File: src/rtl/spmv_job_ctrl_if.sv
// SRAM A/B ports and SpMV engine handshake between the job controller and its neighbours.
// The master side is the job controller; the slave side is the SRAMs plus engine.
interface spmv_job_ctrl_if #(
   parameter int DATA_W = 256,
   parameter int ADDR_W = 5
);
   logic [DATA_W-1:0] i_read_data_A;
   logic [DATA_W-1:0] i_read_data_B;
   logic [ADDR_W-1:0] o_address_A;
   logic              o_wr_en_A;
   logic [DATA_W-1:0] o_write_data_A;
   logic [ADDR_W-1:0] o_address_B;
   logic              o_wr_en_B;
   logic [DATA_W-1:0] o_write_data_B;
   logic              o_eng_start;
   logic              o_eng_abort;
   logic              i_eng_done;
   logic [ADDR_W-1:0] i_eng_addr_A;
   logic [ADDR_W-1:0] i_eng_addr_B;
   logic              i_eng_wr_en_B;
   logic [DATA_W-1:0] i_eng_wdata_B;

   modport master (
      input  i_read_data_A, i_read_data_B, i_eng_done, i_eng_addr_A, i_eng_addr_B,
             i_eng_wr_en_B, i_eng_wdata_B,
      output o_address_A, o_wr_en_A, o_write_data_A, o_address_B, o_wr_en_B,
             o_write_data_B, o_eng_start, o_eng_abort
   );

   modport slave (
      output i_read_data_A, i_read_data_B, i_eng_done, i_eng_addr_A, i_eng_addr_B,
             i_eng_wr_en_B, i_eng_wdata_B,
      input  o_address_A, o_wr_en_A, o_write_data_A, o_address_B, o_wr_en_B,
             o_write_data_B, o_eng_start, o_eng_abort
   );
endinterface

File: src/rtl/spmv_job_ctrl.sv
// SpMV job controller: polls a mailbox doorbell, runs the engine under a cycle timeout,
// then writes a status word back to the mailbox.
//
// state | meaning
// WAIT  | idle gap between mailbox polls
// POLL  | mailbox address presented on SRAM A
// CHECK | mailbox word returned; doorbell == 1 launches a job
// START | one-cycle engine start pulse, run counter cleared
// RUN   | engine owns SRAM A address and SRAM B port; watch done / timeout
// WB    | status word written to the mailbox (clears the doorbell)
// DONE  | one-cycle done pulse, job counter advances
module spmv_job_ctrl #(
   parameter int          DATA_W    = 256,
   parameter int          ADDR_W    = 5,
   parameter int          MBOX_ADDR = 0,
   parameter int          POLL_GAP  = 4,
   parameter int          TIMEOUT_W = 24,
   parameter int unsigned TIMEOUT   = 2**TIMEOUT_W - 1
) (
   input  logic                i_clk,
   input  logic                i_rstn,
   spmv_job_ctrl_if.master     bus,
   output logic [2:0]          o_state,
   output logic                o_busy,
   output logic                o_done,
   output logic                o_timeout,
   output logic [15:0]         o_job_count
);
   typedef enum logic [2:0] {
      S_WAIT  = 3'd0,
      S_POLL  = 3'd1,
      S_CHECK = 3'd2,
      S_START = 3'd3,
      S_RUN   = 3'd4,
      S_WB    = 3'd5,
      S_DONE  = 3'd6
   } state_t;

   localparam int GAP_W = (POLL_GAP > 1) ? $clog2(POLL_GAP) : 1;
   localparam logic [GAP_W-1:0]     GAP_LOAD = GAP_W'(POLL_GAP - 1);
   localparam logic [TIMEOUT_W-1:0] TMO_LAST = TIMEOUT_W'(TIMEOUT - 1);
   localparam logic [TIMEOUT_W-1:0] TMO_SAT  = TIMEOUT_W'(TIMEOUT);
   localparam logic [ADDR_W-1:0]    MBOX     = ADDR_W'(MBOX_ADDR);

   state_t                 state;
   logic [GAP_W-1:0]       gap_cnt;
   logic [TIMEOUT_W-1:0]   run_cnt;
   logic [7:0]             status;
   logic                   hit_tmo;
   logic [DATA_W-1:0]      wb_word;
   logic                   unused_rd;

   assign unused_rd = ^{bus.i_read_data_A[DATA_W-1:32], bus.i_read_data_B};

   // done has priority over timeout in the same RUN cycle
   assign hit_tmo = (state == S_RUN) && !bus.i_eng_done && (run_cnt == TMO_LAST);

   always_ff @(posedge i_clk) begin
      if (!i_rstn) begin
         state       <= S_WAIT;
         gap_cnt     <= GAP_LOAD;
         run_cnt     <= '0;
         status      <= '0;
         o_timeout   <= 1'b0;
         o_job_count <= '0;
      end else begin
         case (state)
            S_WAIT: begin
               if (gap_cnt == '0) state <= S_POLL;
               else               gap_cnt <= gap_cnt - 1'b1;
            end
            S_POLL: state <= S_CHECK;
            S_CHECK: begin
               if (bus.i_read_data_A[31:0] == 32'd1) begin
                  state <= S_START;
               end else begin
                  state   <= S_WAIT;
                  gap_cnt <= GAP_LOAD;
               end
            end
            S_START: begin
               run_cnt   <= '0;
               o_timeout <= 1'b0;
               state     <= S_RUN;
            end
            S_RUN: begin
               if (run_cnt != TMO_SAT) run_cnt <= run_cnt + 1'b1;
               if (bus.i_eng_done) begin
                  status <= 8'h01;
                  state  <= S_WB;
               end else if (hit_tmo) begin
                  status    <= 8'h02;
                  o_timeout <= 1'b1;
                  state     <= S_WB;
               end
            end
            S_WB: state <= S_DONE;
            S_DONE: begin
               o_job_count <= o_job_count + 16'd1;
               state       <= S_WAIT;
               gap_cnt     <= GAP_LOAD;
            end
            default: begin
               state   <= S_WAIT;
               gap_cnt <= GAP_LOAD;
            end
         endcase
      end
   end

   always_comb begin
      wb_word        = '0;
      wb_word[63:40] = 24'(run_cnt);
      wb_word[39:32] = status;
   end

   // SRAM/engine ports are decoded from the registered state; RUN passes the engine through
   assign bus.o_address_A    = (state == S_RUN) ? bus.i_eng_addr_A : MBOX;
   assign bus.o_wr_en_A      = (state == S_WB);
   assign bus.o_write_data_A = (state == S_WB) ? wb_word : '0;
   assign bus.o_address_B    = (state == S_RUN) ? bus.i_eng_addr_B : '0;
   assign bus.o_wr_en_B      = (state == S_RUN) && bus.i_eng_wr_en_B;
   assign bus.o_write_data_B = (state == S_RUN) ? bus.i_eng_wdata_B : '0;
   assign bus.o_eng_start    = (state == S_START);
   assign bus.o_eng_abort    = hit_tmo;

   assign o_state = state;
   assign o_busy  = (state == S_START) || (state == S_RUN);
   assign o_done  = (state == S_DONE);
endmodule

File: src/flat_wrapper.sv
// flat-port wrapper written by rule: the top's interface ports become plain ports
module spmv_job_ctrl_flat 
#(
   parameter int          DATA_W    = 256,
   parameter int          ADDR_W    = 5,
   parameter int          MBOX_ADDR = 0,
   parameter int          POLL_GAP  = 4,
   parameter int          TIMEOUT_W = 24,
   parameter int unsigned TIMEOUT   = 2**TIMEOUT_W - 1
)
  (i_clk, i_rstn, o_state, o_busy, o_done, o_timeout, o_job_count, bus_i_read_data_A, bus_i_read_data_B, bus_i_eng_done, bus_i_eng_addr_A, bus_i_eng_addr_B, bus_i_eng_wr_en_B, bus_i_eng_wdata_B, bus_o_address_A, bus_o_wr_en_A, bus_o_write_data_A, bus_o_address_B, bus_o_wr_en_B, bus_o_write_data_B, bus_o_eng_start, bus_o_eng_abort);
  spmv_job_ctrl_if #(.DATA_W(DATA_W), .ADDR_W(ADDR_W)) bus_i ();
  input  logic i_clk;
  input  logic i_rstn;
  output logic [2:0] o_state;
  output logic o_busy;
  output logic o_done;
  output logic o_timeout;
  output logic [15:0] o_job_count;
  input wire logic [$bits(bus_i.i_read_data_A)-1:0] bus_i_read_data_A;
  input wire logic [$bits(bus_i.i_read_data_B)-1:0] bus_i_read_data_B;
  input wire logic [$bits(bus_i.i_eng_done)-1:0] bus_i_eng_done;
  input wire logic [$bits(bus_i.i_eng_addr_A)-1:0] bus_i_eng_addr_A;
  input wire logic [$bits(bus_i.i_eng_addr_B)-1:0] bus_i_eng_addr_B;
  input wire logic [$bits(bus_i.i_eng_wr_en_B)-1:0] bus_i_eng_wr_en_B;
  input wire logic [$bits(bus_i.i_eng_wdata_B)-1:0] bus_i_eng_wdata_B;
  output wire logic [$bits(bus_i.o_address_A)-1:0] bus_o_address_A;
  output wire logic [$bits(bus_i.o_wr_en_A)-1:0] bus_o_wr_en_A;
  output wire logic [$bits(bus_i.o_write_data_A)-1:0] bus_o_write_data_A;
  output wire logic [$bits(bus_i.o_address_B)-1:0] bus_o_address_B;
  output wire logic [$bits(bus_i.o_wr_en_B)-1:0] bus_o_wr_en_B;
  output wire logic [$bits(bus_i.o_write_data_B)-1:0] bus_o_write_data_B;
  output wire logic [$bits(bus_i.o_eng_start)-1:0] bus_o_eng_start;
  output wire logic [$bits(bus_i.o_eng_abort)-1:0] bus_o_eng_abort;
  assign bus_i.i_read_data_A = bus_i_read_data_A;
  assign bus_i.i_read_data_B = bus_i_read_data_B;
  assign bus_i.i_eng_done = bus_i_eng_done;
  assign bus_i.i_eng_addr_A = bus_i_eng_addr_A;
  assign bus_i.i_eng_addr_B = bus_i_eng_addr_B;
  assign bus_i.i_eng_wr_en_B = bus_i_eng_wr_en_B;
  assign bus_i.i_eng_wdata_B = bus_i_eng_wdata_B;
  assign bus_o_address_A = bus_i.o_address_A;
  assign bus_o_wr_en_A = bus_i.o_wr_en_A;
  assign bus_o_write_data_A = bus_i.o_write_data_A;
  assign bus_o_address_B = bus_i.o_address_B;
  assign bus_o_wr_en_B = bus_i.o_wr_en_B;
  assign bus_o_write_data_B = bus_i.o_write_data_B;
  assign bus_o_eng_start = bus_i.o_eng_start;
  assign bus_o_eng_abort = bus_i.o_eng_abort;
  spmv_job_ctrl #(.DATA_W(DATA_W), .ADDR_W(ADDR_W), .MBOX_ADDR(MBOX_ADDR), .POLL_GAP(POLL_GAP), .TIMEOUT_W(TIMEOUT_W), .TIMEOUT(TIMEOUT)) u_core (.i_clk(i_clk), .i_rstn(i_rstn), .bus(bus_i), .o_state(o_state), .o_busy(o_busy), .o_done(o_done), .o_timeout(o_timeout), .o_job_count(o_job_count));
endmodule
File: config.mk
export PLATFORM = sky130hd
export DESIGN_NAME = spmv_job_ctrl_flat
export DESIGN_NICKNAME = d
export VERILOG_FILES = /design/src/rtl/spmv_job_ctrl_if.sv /design/src/rtl/spmv_job_ctrl.sv /design/src/flat_wrapper.sv
export SDC_FILE = /design/constraint.sdc
export NUM_CORES = 1
export LEC_CHECK = 0
export CAP_MARGIN = 30
export CORE_AREA = 3 3 514 516
export DETAILED_ROUTE_END_ITERATION = 8
export DIE_AREA = 0 0 517 519
export MAX_ROUTING_LAYER = met4
export PLACE_DENSITY_LB_ADDON = 0.15
export SYNTH_ARGS = -nofsm -noshare
export SYNTH_HDL_FRONTEND = slang
export SYNTH_SLANG_ARGS = --single-unit
export TNS_END_PERCENT = 5
File: constraint.sdc
create_clock -name i_clk -period 1.7 [get_ports i_clk]
set_input_delay 0.17 -clock i_clk [delete_from_list [all_inputs] [get_ports i_clk]]
set_output_delay 0.17 -clock i_clk [all_outputs]
set_load 0.01 [all_outputs]
======== After elaboration in Yosys (flattened, before gate mapping) ========
Index checks and enable logic that the tools add are counted.
operators by class
  bitwise operators ....................... 1
  $add $sub $neg .......................... 3
  eq/ne operators ......................... 16
  reduce and logical (&&, ||, !) cells .... 15
  mux-type cells .......................... 19
operators with widths
  kind                                                              count
  256-bit two-way mux                                               1
  64-bit two-way mux                                                1
  24-bit one-hot mux with 2 select lines                            1
  32-bit by 1-bit == test with 1-bit output, second input constant  1
  24-bit by 1-bit adder with 24-bit output, second input constant   1
  24-bit == test, second input constant                             1
  24-bit two-way mux                                                1
  24-bit inequality test, second input constant                     1
  3-bit one-hot mux with 6 select lines                             1
  16-bit by 1-bit adder with 16-bit output, second input constant   1
  8-bit two-way mux                                                 2
  5-bit two-way mux                                                 2
  2-bit inequality test, second input constant                      5
  3-bit == test, second input constant                              3
  3-bit two-way mux                                                 3
  3-bit by 2-bit == test with 1-bit output, second input constant   2
  2-bit two-way mux                                                 3
  2-bit one-hot mux with 3 select lines                             1
  2-bit AND reduction                                               3
  3-bit AND reduction                                               2
  2-bit nonzero test                                                2
  4-bit OR reduction                                                1
  3-bit by 1-bit == test with 1-bit output, second input constant   1
  1-bit logical AND                                                 3
  10 further kinds                                                  11
word-level totals
  bits in registers ....................... 54
  word-level logic and storage cells ...... 60
  input port bits ......................... 782
  output and inout bits ................... 548

======== Logic depth before layout (Yosys ltp) ========
  depth in word-level cells ............... 6
  gate-level depth with buffers ........... 8
  gate-level depth less buffers ........... 7

======== Worst setup path after synthesis ========
Ideal clock, no wire load.
  kind .................................... reg-to-reg
  from .................................... reg u_core.state[2], in the netlist u_core.o_state[2]
  to ...................................... reg u_core.run_cnt[6]
  clock period less this slack ............ 1938 ps
  setup time .............................. 70 ps
  cell stages (with the launch flop) ...... 9
  setup slack ............................. -238 ps
  arrival ................................. 1868 ps
  path through ............................ dfxtp_1 buf_4 or3b_1 buf_6 nand2_8 nand2_4 buf_6 or4_1 a21oi_1
on the way
  longest elaborated chain between the ends .. 3
ends and longest elaborated chain
  element                                                                    RTL line             source
  from (decl)                                                                spmv_job_ctrl.sv:45  state_t state;
  from (signal assigned)                                                     spmv_job_ctrl.sv:60  state <= S_WAIT;
  from (signal assigned)                                                     spmv_job_ctrl.sv:69  if (gap_cnt == '0) state <= S_POLL;
  from (signal assigned)                                                     spmv_job_ctrl.sv:72  S_POLL: state <= S_CHECK;
  3-bit == test or 3-bit by 2-bit == test with 1-bit output (tied branches)  spmv_job_ctrl.sv:67  case (state)
  2-bit inequality test (no line) or 2-bit nonzero test (tied branches)      n/a
  2-bit AND reduction (no line)                                              n/a
  to (signal assigned)                                                       spmv_job_ctrl.sv:87  if (run_cnt != TMO_SAT) run_cnt <= run_cnt + 1'b1;
  to (decl)                                                                  spmv_job_ctrl.sv:47  logic [TIMEOUT_W-1:0] run_cnt;
Parallel ways exist; a longest one is shown, timed or not.
A chain may end at the register's enable or synchronous reset.

======== Final worst setup path ========
  from .................................... reg u_core.state[0], in the netlist u_core.o_state[0]
  to ...................................... out bus_o_write_data_B[48]
on the way
  longest elaborated chain between the ends .. 2
ends and longest elaborated chain
  element              RTL line              source
  3-bit == test        spmv_job_ctrl.sv:123  assign bus.o_write_data_B = (state == S_RUN) ? bus.i_eng_wdata_B : '0;
  256-bit two-way mux  spmv_job_ctrl.sv:123
  to (decl)            flat_wrapper.sv:32    output wire logic [$bits(bus_i.o_write_data_B)-1:0] bus_o_write_data_B;
No other way between the ends.

==> impl_metrics.json <==
{
  "status": "complete, but fails checks",
  "violations": "setup timing",
  "synth_area_um2": 6280,
  "num_vias": 8388,
  "area.growth.synth_to_final_pct": 217,
  "path_max_fanout": 19,
  "fp.dieH_um": 519,
  "coreArea_um2": 260000,
  "finish.utilization_pct": 7.66,
  "worstSkewPairLatency_ns": 0.31,
  "fillers": 30325,
  "core.rowCount": 187,
  "cp-end-kind": "output port",
  "finalHoldViolations": 0,
  "via_per_inst": 1.67,
  "finClkSkew_ns": 0.00852,
  "met1_usage_pct": 8.43,
  "p_leak_nw": 7.13,
  "slew_headroom_pct": 64.5,
  "yosysWarningCount": 0,
  "drv_cap": 0,
  "die_w_um": 517,
  "final_nets": 2381,
  "tightest_slew_ns": 0.531,
  "gp_congestion": 0.717,
  "grt_pass1_vias": 8245,
  "final_area_um2": 19900,
  "grt.total_usage_pct": 7.08,
  "fin_ws_ns": -0.516,
  "synth_flop_cell": "dfxtp_1",
  "port_buffers": 619,
  "cts.sinks": 48,
  "finalWirelength_um": 98900,
  "busiest_layer": "met2",
  "worst_ir_drop_vdd_mv": 0.313,
  "syn_inst": 856,
  "drtPass1Iterations": 4,
  "ys_ff_latch": 48,
  "root_buffer": "clkbuf_16",
  "arrival_ns": 2.05,
  "synth.avg_cell_area_um2": 7.34,
  "start_util_pct": 2.42,
  "met3_usage_pct": 5.68,
  "io_pins": 1330,
  "htree_levels": 2,
  "rsz0062_at_grt": "yes",
  "ys_seq_area_share_pct": 15.3,
  "antenna_found_initial": 82,
  "setup-violations-final": 324,
  "synth-edff-count": 0,
  "die_area_um2": 268000,
  "cts_tree": "built",
  "drive_gt1_share_pct": 43.2,
  "numCtsBuffers": 5,
  "place_area_um2": 18600,
  "start_kind": "flip-flop",
  "grt_overflow": 0,
  "grtUsageMet2_pct": 9.52,
  "grt_max_degree": 56,
  "slew_viol_final": 0,
  "drcViolationCount": 0,
  "postRouteAntennaNets": 0,
  "hpwl_um": 91800,
  "detail_route.wl_per_cell_um": 19.7,
  "cellPowerDensity_nw_per_um2": 188,
  "drt_iter0_drc": 220,
  "cts_hold_buf": 0,
  "critPathKind": "flip-flop to output port",
  "grt_pass1_wl_um": 114000,
  "cts_buffer_depth": 2,
  "cp.required_ns": 1.53,
  "layout_min_cycle_time_ns": 2.22,
  "min-delay-path-class": "flip-flop to flip-flop",
  "fmax_mhz": 451,
  "synthArstFlopShare_pct": 0,
  "synthDistinctLibCells": 50,
  "clk_pin_slew_ns": 0.07,
  "finalCritPeriodShare_pct": 130
}
## timing repair
action,4_1_cts,5_1_grt
cloned,0,6
pin swaps,23,66
gates resized for setup,309,298
setup buffers,0,15
endpoints found under the setup margin,331,331
## per-stage QoR
| stage | instances | setup TNS, ns | hold slack (ns) | power [W] | setup slack [ns] |
|---|---|---|---|---|---|
| 5_1_grt | 5003 | -140.67 | 0.502 | 0.00398 | -0.620 |
| 2_1_floorplan | 1085 | -10.27 | 0.337 | 0.00194 | -0.152 |
| 3_5_place_dp | 4970 | -84.40 | 0.469 | 0.00267 | -0.430 |
| 4_1_cts | 4977 | -135.32 | 0.488 | 0.00382 | -0.690 |
| 3_3_place_gp | 4970 | -87.31 | 0.462 | 0.00269 | -0.479 |
| 6_report | 5019 | -104.26 | 0.482 | 0.00375 | -0.516 |
## cells by family after synthesis
family / count (synthesis) / share of synthesized area, %
DFF: 48 / 15.3
AOI/OAI and AO/OA: 55 / 5.40
xor gates and xnor gates: 15 / 2.09
buffers and inverters: 284 / 31.5
and+or+nand+nor: 444 / 44.0
adders and majority gates: 4 / 0.797
muxes: 5 / 0.797
other: 1 / 0.0597
## sequential cells by signal, indices dropped and copies added, names as in the netlist
register,flops
u_core.run_cnt,24
u_core.o_job_count,16
u_core.o_state,3
u_core.gap_cnt,2
u_core.status,2
u_core.o_timeout,1
## report_power, final
part	leakage, nW	internal [W]	switching, W
Combinational	6.67	0.000788	0.000745
Clock	0.0658	0.000538	0.000521
Sequential	0.390	0.00115	0.0000102
Total	7.13	0.00247	0.00128
## layout make-up
cell class	count	area, um2	area share (%)
inverter	7	28.8	0.145
clock inverter	2	12.5	0.0629
multi-input combinational	753	4840	24.3
clock buffer	5	125	0.629
sequential	48	970	4.87
antenna	22	55.1	0.277
timing repair buffer	780	9610	48.3
tap	3402	4260	21.4
## placed cells by master (no fill, tap or decap), types with 5 or more instances in the layout
| master | instances |
|---|---|
| nor2_1 | 11 |
| xor2_1 | 6 |
| buf_6 | 39 |
| buf_4 | 138 |
| dfxtp_1 | 43 |
| buf_2 | 22 |
| mux2i_1 | 5 |
| nand3_2 | 8 |
| nor4_1 | 7 |
| nand4_1 | 13 |
| xnor2_1 | 9 |
| clkbuf_16 | 11 |
| nand3_1 | 8 |
| and3_1 | 5 |
| and2_1 | 153 |
| inv_1 | 5 |
| diode_2 | 22 |
| or4_4 | 5 |
| a21oi_2 | 13 |
| o31ai_1 | 16 |
| buf_16 | 5 |
| o21ai_0 | 6 |
| buf_12 | 196 |
| clkdlybuf4s50_1 | 319 |
| a21oi_1 | 10 |
| or4_1 | 10 |
| and2_4 | 155 |
| nand2_1 | 22 |
| conb_1 | 230 |
| clkdlybuf4s15_2 | 43 |
## synthesized netlist by cell type, types with 7 or more instances
cell      instances  area (um2)
buf_4           231        1730
o31ai_1          16         120
nor4_1            9        56.3
nor2_1           14        52.6
nand4_1          13        81.3
or4_1            15         113
and2_1          310        1940
o21ai_0           8        40.0
nand2_1          22        82.6
xnor2_1           9        78.8
dfxtp_1          48         961
clkbuf_1         38         143
nand3_1          16        80.1
inv_1             7        26.3
a21oi_1          23         115
## final timing paths
| path | startpoint | endpoint | slack, ns | cells after the start |
|---|---|---|---|---|
| worst max-delay path | u_core.o_state[0]$_SDFFE_PN0P_ | bus_o_write_data_B[48] | -0.52 | 8 |
| worst max register to register | u_core.o_state[0]$_SDFFE_PN0P_ | u_core.run_cnt[7]$_SDFFE_PN0P_ | -0.38 | 9 |
| worst min register to register | u_core.o_timeout$_SDFFE_PN0P_ | u_core.o_timeout$_SDFFE_PN0P_ | 0.48 | 1 |
| worst min-delay path | u_core.o_timeout$_SDFFE_PN0P_ | u_core.o_timeout$_SDFFE_PN0P_ | 0.48 | 1 |
## critical path: stages (launching register included)
cell       delay [ns]
dfxtp_2          0.33
or2_4            0.26
nor2_4           0.10
buf_12           0.18
clkbuf_16        0.21
buf_12           0.11
clkbuf_16        0.16
and2_1           0.18
buf_12           0.15
## routing by layer
metal  vias up  wire [um]
li1       3803          -
met1      3750      41100
met2       722      38000
met3       113      19100
met4         0        830
met5         -          0
Power figures use the tool's default switching activity.
